**src/rtl/vpu_pkg.sv**
```systemverilog
// vpu_pkg: shared definitions for the vector VPU.
// Holds default widths, the elementwise opcode encodings understood by vpu_op
// and the sequencer state type used by vpu_vector.
package vpu_pkg;

  localparam int VPU_DATA_W = 32;
  localparam int VPU_ADDR_W = 13;
  localparam int VPU_OP_W   = 10;

  // Opcode encodings decoded by vpu_op; any other value passes operand0 through.
  localparam int OPC_ADD = 0;
  localparam int OPC_SUB = 1;
  localparam int OPC_MUL = 2;
  localparam int OPC_AND = 3;
  localparam int OPC_OR  = 4;
  localparam int OPC_XOR = 5;
  localparam int OPC_MAX = 6;
  localparam int OPC_MIN = 7;

  typedef enum logic [3:0] {
    ST_IDLE   = 4'd0,
    ST_LD_K   = 4'd1,
    ST_K_WAIT = 4'd2,
    ST_RD_A   = 4'd3,
    ST_RD_B   = 4'd4,
    ST_WAIT   = 4'd5,
    ST_CAP_B  = 4'd6,
    ST_WRITE  = 4'd7,
    ST_DONE   = 4'd8
  } vpu_vec_state_t;

endpackage

```
**src/rtl/vpu_op.sv**
```systemverilog
// vpu_op: combinational elementwise ALU shared with the scalar VPU.
// Ports: opcode (operation select), operand0/operand1 (element operands),
//        result (operation output, same width as the operands).
// MAX/MIN treat the operands as two's-complement signed values.
module vpu_op
  import vpu_pkg::*;
#(
  parameter int DATA_W = VPU_DATA_W,
  parameter int OP_W   = VPU_OP_W
) (
  input  logic [OP_W-1:0]   opcode,
  input  logic [DATA_W-1:0] operand0,
  input  logic [DATA_W-1:0] operand1,
  output logic [DATA_W-1:0] result
);

  // Opcode decode and arithmetic.
  always_comb begin
    result = operand0;
    case (opcode)
      OP_W'(OPC_ADD): result = operand0 + operand1;
      OP_W'(OPC_SUB): result = operand0 - operand1;
      OP_W'(OPC_MUL): result = operand0 * operand1;
      OP_W'(OPC_AND): result = operand0 & operand1;
      OP_W'(OPC_OR):  result = operand0 | operand1;
      OP_W'(OPC_XOR): result = operand0 ^ operand1;
      OP_W'(OPC_MAX): result = ($signed(operand0) > $signed(operand1)) ? operand0 : operand1;
      OP_W'(OPC_MIN): result = ($signed(operand0) < $signed(operand1)) ? operand0 : operand1;
      default:        result = operand0;
    endcase
  end

endmodule

```
**src/rtl/vpu_vector.sv**
```systemverilog
// vpu_vector: strided elementwise vector engine on a shared single-port BRAM.
// Ports: clk/rst_n (clock, async active-low reset); start + command inputs
//        (opcode, use_const, base_a/b/c, const_addr, stride_a/b/c, len);
//        bram_addr/bram_din/bram_en/bram_we drive the BRAM, bram_dout returns
//        read data RD_LAT cycles after the address is seen; busy/done status.
// Every output is a register, so each state's bus values appear one cycle
// after the state itself.
module vpu_vector
  import vpu_pkg::*;
#(
  parameter int DATA_W = VPU_DATA_W,
  parameter int ADDR_W = VPU_ADDR_W,
  parameter int OP_W   = VPU_OP_W,
  parameter int LEN_W  = 13,
  parameter int RD_LAT = 2
) (
  input  logic              clk,
  input  logic              rst_n,
  input  logic              start,
  input  logic [OP_W-1:0]   opcode,
  input  logic              use_const,
  input  logic [ADDR_W-1:0] base_a,
  input  logic [ADDR_W-1:0] base_b,
  input  logic [ADDR_W-1:0] base_c,
  input  logic [ADDR_W-1:0] const_addr,
  input  logic [ADDR_W-1:0] stride_a,
  input  logic [ADDR_W-1:0] stride_b,
  input  logic [ADDR_W-1:0] stride_c,
  input  logic [LEN_W-1:0]  len,
  output logic [ADDR_W-1:0] bram_addr,
  output logic [DATA_W-1:0] bram_din,
  input  logic [DATA_W-1:0] bram_dout,
  output logic              bram_en,
  output logic              bram_we,
  output logic              busy,
  output logic              done
);

  localparam int WAIT_W = $clog2(RD_LAT + 2);

  vpu_vec_state_t state_r, state_s;

  logic [OP_W-1:0]   opcode_r;
  logic              use_const_r;
  logic [ADDR_W-1:0] const_addr_r, stride_a_r, stride_b_r, stride_c_r;
  logic [ADDR_W-1:0] ptr_a_r, ptr_b_r, ptr_c_r;
  logic [LEN_W-1:0]  len_r, cnt_r;
  logic [WAIT_W-1:0] wait_cnt_r, wait_cnt_s, wait_last_s;
  logic [DATA_W-1:0] a_r, b_r, k_r, op_b_s, op_res_s;

  logic [ADDR_W-1:0] bram_addr_r, addr_s;
  logic [DATA_W-1:0] bram_din_r, din_s;
  logic              bram_en_r, en_s, bram_we_r, we_s;
  logic              busy_r, busy_s, done_r, done_s;
  logic              accept_s, cap_k_s, cap_a_s, cap_b_s, adv_s;

  assign bram_addr = bram_addr_r;
  assign bram_din  = bram_din_r;
  assign bram_en   = bram_en_r;
  assign bram_we   = bram_we_r;
  assign busy      = busy_r;
  assign done      = done_r;

  // Const mode folds the RD_B slot into the wait, so A needs one extra cycle.
  assign wait_last_s = use_const_r ? WAIT_W'(RD_LAT) : WAIT_W'(RD_LAT - 1);
  assign op_b_s      = use_const_r ? k_r : b_r;

  vpu_op #(
    .DATA_W(DATA_W),
    .OP_W  (OP_W)
  ) u_op (
    .opcode  (opcode_r),
    .operand0(a_r),
    .operand1(op_b_s),
    .result  (op_res_s)
  );

  // Next-state logic and next values of the registered bus outputs.
  always_comb begin
    state_s    = state_r;
    addr_s     = bram_addr_r;
    din_s      = bram_din_r;
    en_s       = bram_en_r;
    we_s       = 1'b0;
    done_s     = 1'b0;
    busy_s     = 1'b0;
    wait_cnt_s = '0;
    accept_s   = 1'b0;
    cap_k_s    = 1'b0;
    cap_a_s    = 1'b0;
    cap_b_s    = 1'b0;
    adv_s      = 1'b0;
    case (state_r)
      ST_IDLE: begin
        if (start) begin
          accept_s = 1'b1;
          if (len == '0) begin
            state_s = ST_DONE;
          end else if (use_const) begin
            state_s = ST_LD_K;
          end else begin
            state_s = ST_RD_A;
          end
        end else begin
          state_s = ST_IDLE;
        end
      end
      ST_LD_K: begin
        addr_s  = const_addr_r;
        en_s    = 1'b1;
        state_s = ST_K_WAIT;
      end
      ST_K_WAIT: begin
        if (wait_cnt_r == WAIT_W'(RD_LAT)) begin
          cap_k_s = 1'b1;
          state_s = ST_RD_A;
        end else begin
          wait_cnt_s = wait_cnt_r + WAIT_W'(1);
        end
      end
      ST_RD_A: begin
        addr_s  = ptr_a_r;
        en_s    = 1'b1;
        state_s = use_const_r ? ST_WAIT : ST_RD_B;
      end
      ST_RD_B: begin
        addr_s  = ptr_b_r;
        state_s = ST_WAIT;
      end
      ST_WAIT: begin
        if (wait_cnt_r == wait_last_s) begin
          cap_a_s = 1'b1;
          state_s = use_const_r ? ST_WRITE : ST_CAP_B;
        end else begin
          wait_cnt_s = wait_cnt_r + WAIT_W'(1);
        end
      end
      ST_CAP_B: begin
        cap_b_s = 1'b1;
        state_s = ST_WRITE;
      end
      ST_WRITE: begin
        addr_s = ptr_c_r;
        din_s  = op_res_s;
        we_s   = 1'b1;
        adv_s  = 1'b1;
        if (cnt_r + LEN_W'(1) == len_r) begin
          state_s = ST_DONE;
        end else begin
          state_s = ST_RD_A;
        end
      end
      ST_DONE: begin
        en_s    = 1'b0;
        done_s  = 1'b1;
        state_s = ST_IDLE;
      end
      default: state_s = ST_IDLE;
    endcase
    busy_s = (state_s != ST_IDLE);
  end

  // State register.
  always_ff @(posedge clk or negedge rst_n) begin
    if (!rst_n) begin
      state_r <= ST_IDLE;
    end else begin
      state_r <= state_s;
    end
  end

  // Registered bus and status outputs.
  always_ff @(posedge clk or negedge rst_n) begin
    if (!rst_n) begin
      bram_addr_r <= '0;
      bram_din_r  <= '0;
      bram_en_r   <= 1'b0;
      bram_we_r   <= 1'b0;
      busy_r      <= 1'b0;
      done_r      <= 1'b0;
    end else begin
      bram_addr_r <= addr_s;
      bram_din_r  <= din_s;
      bram_en_r   <= en_s;
      bram_we_r   <= we_s;
      busy_r      <= busy_s;
      done_r      <= done_s;
    end
  end

  // Command latch, pointers, counters and operand capture.
  always_ff @(posedge clk or negedge rst_n) begin
    if (!rst_n) begin
      opcode_r     <= '0;
      use_const_r  <= 1'b0;
      const_addr_r <= '0;
      stride_a_r   <= '0;
      stride_b_r   <= '0;
      stride_c_r   <= '0;
      ptr_a_r      <= '0;
      ptr_b_r      <= '0;
      ptr_c_r      <= '0;
      len_r        <= '0;
      cnt_r        <= '0;
      wait_cnt_r   <= '0;
      a_r          <= '0;
      b_r          <= '0;
      k_r          <= '0;
    end else begin
      wait_cnt_r <= wait_cnt_s;
      if (accept_s) begin
        opcode_r     <= opcode;
        use_const_r  <= use_const;
        const_addr_r <= const_addr;
        stride_a_r   <= stride_a;
        stride_b_r   <= stride_b;
        stride_c_r   <= stride_c;
        ptr_a_r      <= base_a;
        ptr_b_r      <= base_b;
        ptr_c_r      <= base_c;
        len_r        <= len;
        cnt_r        <= '0;
      end else if (adv_s) begin
        // Pointer sums wrap silently at 2^ADDR_W.
        ptr_a_r <= ptr_a_r + stride_a_r;
        ptr_b_r <= ptr_b_r + stride_b_r;
        ptr_c_r <= ptr_c_r + stride_c_r;
        cnt_r   <= cnt_r + LEN_W'(1);
      end
      if (cap_k_s) k_r <= bram_dout;
      if (cap_a_s) a_r <= bram_dout;
      if (cap_b_s) b_r <= bram_dout;
    end
  end

endmodule

```
**config.mk**
```make
export PLATFORM = sky130hd
export DESIGN_NAME = vpu_vector
export DESIGN_NICKNAME = d
export VERILOG_FILES = /design/src/rtl/vpu_pkg.sv /design/src/rtl/vpu_op.sv /design/src/rtl/vpu_vector.sv
export SDC_FILE = /design/constraint.sdc
export NUM_CORES = 2
export LEC_CHECK = 0
export ABC_AREA = 0
export CORE_MARGIN = 10
export CORE_UTILIZATION = 60
export CTS_BUF_LIST = sky130_fd_sc_hd__clkbuf_8 sky130_fd_sc_hd__clkbuf_16
export DETAILED_ROUTE_END_ITERATION = 10
export GPL_TIMING_DRIVEN = 0
export PLACE_DENSITY = 0.8
export SLEW_MARGIN = 20
export SYNTH_ARGS = -nofsm -noshare
export SYNTH_HDL_FRONTEND = slang
export SYNTH_HIERARCHICAL = 1
export SYNTH_SLANG_ARGS = --single-unit
```
**constraint.sdc**
```tcl
create_clock -name clk -period 12 [get_ports clk]
set_input_delay 2.4 -clock clk [delete_from_list [all_inputs] [get_ports clk]]
set_output_delay 2.4 -clock clk [all_outputs]
set_load 0.01 [all_outputs]
```
==> impl_results.md <==
* Chip width at 260 um
* Layout Area Growth over Synthesis at 11.5%
* Final setup viols at 0
* R2R setup slack at 330 ps
* Clock buffer depth at 3
* Clk sink count at 279
* CP max stage cell: clkdlybuf4s15_1
* Placement row count at 88
* Hold Path Class: reg -> reg
* Worst-path fanout max at 11
* Clock Skews at roughly 29 ps
* Post-DP HPWL at 114 mm
* First-pass GRT wire length at 209 mm
* Syn avg cell area at 8.60 um2
* FF-to-FF End: bram_din[27]
* Worst path required time at 12440 ps
* Vias in the first global route at 32899
* DR pass1 iterations at 8
* Worst-Skew Late Latency at 580 ps
* Crit Path Class: reg -> reg
* Drt drc at 0
* Most used cell along the critical path: fa_1
* Grt ovf at 0
* Synth Register Bits at between 200 and 300
* Core region area at 57500 um2
* Initial antenna violation count at 17
* Slew headroom at 16.8%
* Slack of the critical path at 330 ps
* Distinct cells, synth at 90
* Dpl ws at between 500 and 600 ps
* Full die area at between 60000 and 70000 um2
* Post-DR wirelength/cell at 28.2 um
* Ports at 199
* Final Slew Violations at 0
* Post-synthesis sequential area ratio at between 20% and 30%
* Root Driver: clkbuf_16
* Slew @ Worst Pin at 1250 ps
* Initial Util at 60.3%
* Worst Setup Start Kind: flip-flop
* Port Buffer Count at 198
* RePlAce Congestion at 1.06
* Via count at approximately 33000
* Total GRT Usage at 41.9%
* Crit share post-route at 97.3%
* EDFF count, synth at 0
* Synth Warn # at 6
* Drt total wl at approximately 140 mm
* Async S/R FF share, synth at 100%
* Post-Syn Instances at 4027
* Cell count of the worst reg-to-reg path at 30
* CTS tree: done
* Mapped cell area at roughly 35000 um2
* Worst Hold Launch: bram_din[9]
* Hold Crit Endpoint: bram_din[9]
* Hold depth at 2
* Syn Nets at about 4800
* DR vias/cell at 6.44
* RSZ-0062 raised after global routing: no
* Yosys top cell by area: fa_1
* Reg clk slew, reported paths at roughly 60 ps
* ANT nets after route at 0
* Fin crit period at about 12000 ps
* Initial drt markers at around 3800
* Hold buffers post-CTS at 0
* H-tree Lvls at 1
* Largest net degree at the start of global routing at 98
* Most area-consuming cells after synthesis: fa_1 24%, dfrtp_1 20%, ha_1 9.4%
* Fmax at 0.0857 GHz
* Post-CTS Repair Setup Buffers at 0
* Synth top area share at 23.9%
* Top delay family on crit path: adder cells
* Critical Path Sink Type: flip-flop
* Max_cap viols at 0
* Outcome: completed
* CTS buffer count at 27
* Post-layout net count at 5081
* Final Hold Fails at 0
* Layout cells sized above 1 at around 5.8%
* Post-cts sizing count at 0
* Ys flop type: dfrtp_1
* FF-to-FF Start: use_const_r
* CP arrival at 12110 ps
* Die H at around 260 um
* CP peak stage delay at 770 ps
* Bufs and invs on worst path at 7
[metal layers]
layer | part of all wire (%) | GRT usage (%)
met5 | 0.11 | 0
met4 | 7.9 | 26.4
met3 | 13 | 14.6
met2 | 43 | 63.6
met1 | 36 | 50.5
[stage by stage]
stage	cells	util (%)	hold WS [ps]	cell area (um2)	setup TNS, ps
2_1_floorplan	4027	-	446	34600	0
3_3_place_gp	4990	65.4	459	37600	-855090
3_5_place_dp	4995	65.6	463	37700	0
4_1_cts	5043	67.1	479	38600	0
5_1_grt	5045	67.2	491	38600	0
6_report	5048	67.2	473	38600	0
[cell usage after synthesis, types with 13 or more instances]
cell type	n
o211ai_1	26
fa_1	413
nand2b_1	19
xnor2_1	95
xor2_1	42
a222oi_1	13
buf_2	15
nor2_1	473
o221ai_1	17
inv_1	484
nand4_1	13
nand3_1	47
a31oi_1	34
o31ai_1	15
mux2i_1	23
or3_1	15
nand2_1	650
a221o_1	18
o21a_1	17
nor3_1	59
mux2_2	129
nor2b_1	22
dfrtp_1	279
buf_1	24
a21oi_1	148
a211oi_1	33
a21o_1	34
a22oi_1	31
clkbuf_1	172
ha_1	259
a221oi_1	14
o21bai_1	16
and3_1	17
o21ai_0	162
[worst min-delay path, stage by stage, from the launching register on]
cell and delay [ps]:
dfrtp_1 340, nand2_1 50, nand2_1 50
[registers in the layout, summed over array words and instances (netlist names), 10 cells and up]
signal,cells
a_r,32
bram_din,32
b_r,32
k_r,32
stride_b_r,13
ptr_b_r,13
len_r,13
const_addr_r,13
stride_a_r,13
stride_c_r,13
ptr_c_r,13
bram_addr,13
ptr_a_r,13
cnt_r,13
opcode_r,10
[area by class of cell]
class,instances,area [um2]
Timing Repair Buffer,203,2080
Antenna cell,5,12.5
Fill cell,4695,18800
Inverter,501,1880
Clock inverter,14,136
Clock buffer,34,772
Multi-Input combinational cell,3029,24900
Buffer,218,891
Tap cell,765,957
Sequential cell,279,6980
[worst max-delay path by stage]
| stage | from | to | slack, ps | depth (start not counted) |
|---|---|---|---|---|
| final | use_const_r | bram_din[27] | 330 | 30 |
| after global routing | use_const_r | bram_din[27] | 120 | 30 |
| after CTS | use_const_r | bram_din[27] | 500 | 30 |
| after detailed placement | use_const_r | bram_din[27] | 550 | 30 |
| after global placement | rst_n | bram_din[30] | -3100 | 1 |
| after floorplan | use_const_r | bram_din[27] | 3690 | 32 |
[cells by family (layout without fill, tap and decap cells)]
group	Yosys count	in the layout	synth area share [%]
AOI/OAI and AO/OA	699	699	13.8
xor gates and xnor gates	139	139	3.60
adders and majority gates	672	672	33.2
buffers and inverters	719	970	7.97
DFF	279	279	20.2
muxes	152	152	4.86
other	0	5	0
and+or+nand+nor	1367	1367	16.4
[layout by cell type, fill, tap and decap left out, types with 11 or more instances in the layout]
master	instances
a21oi_1	148
a31oi_1	34
clkbuf_16	27
o221ai_1	17
inv_1	489
clkinv_1	12
a221o_1	18
o21bai_1	16
o211ai_1	26
nor3_1	57
buf_2	15
nor4_1	11
xor2_1	42
mux2i_1	23
dfrtp_1	279
nor2_1	472
xnor2_1	95
mux2_2	129
clkdlybuf4s50_1	197
or3_1	15
nand4_1	13
o21a_1	17
fa_1	413
o21ai_0	162
buf_1	22
a22oi_1	31
a21o_1	34
nor2b_1	22
a221oi_1	14
ha_1	259
a222oi_1	13
a2111oi_0	11
o31ai_1	15
nand2_1	650
and3_1	17
nand2b_1	19
a211oi_1	32
clkbuf_1	172
nand3_1	47
Power is left out: the tool's default activity adds up to more than one toggle a clock period on the data nets, which glitch-free logic cannot reach.
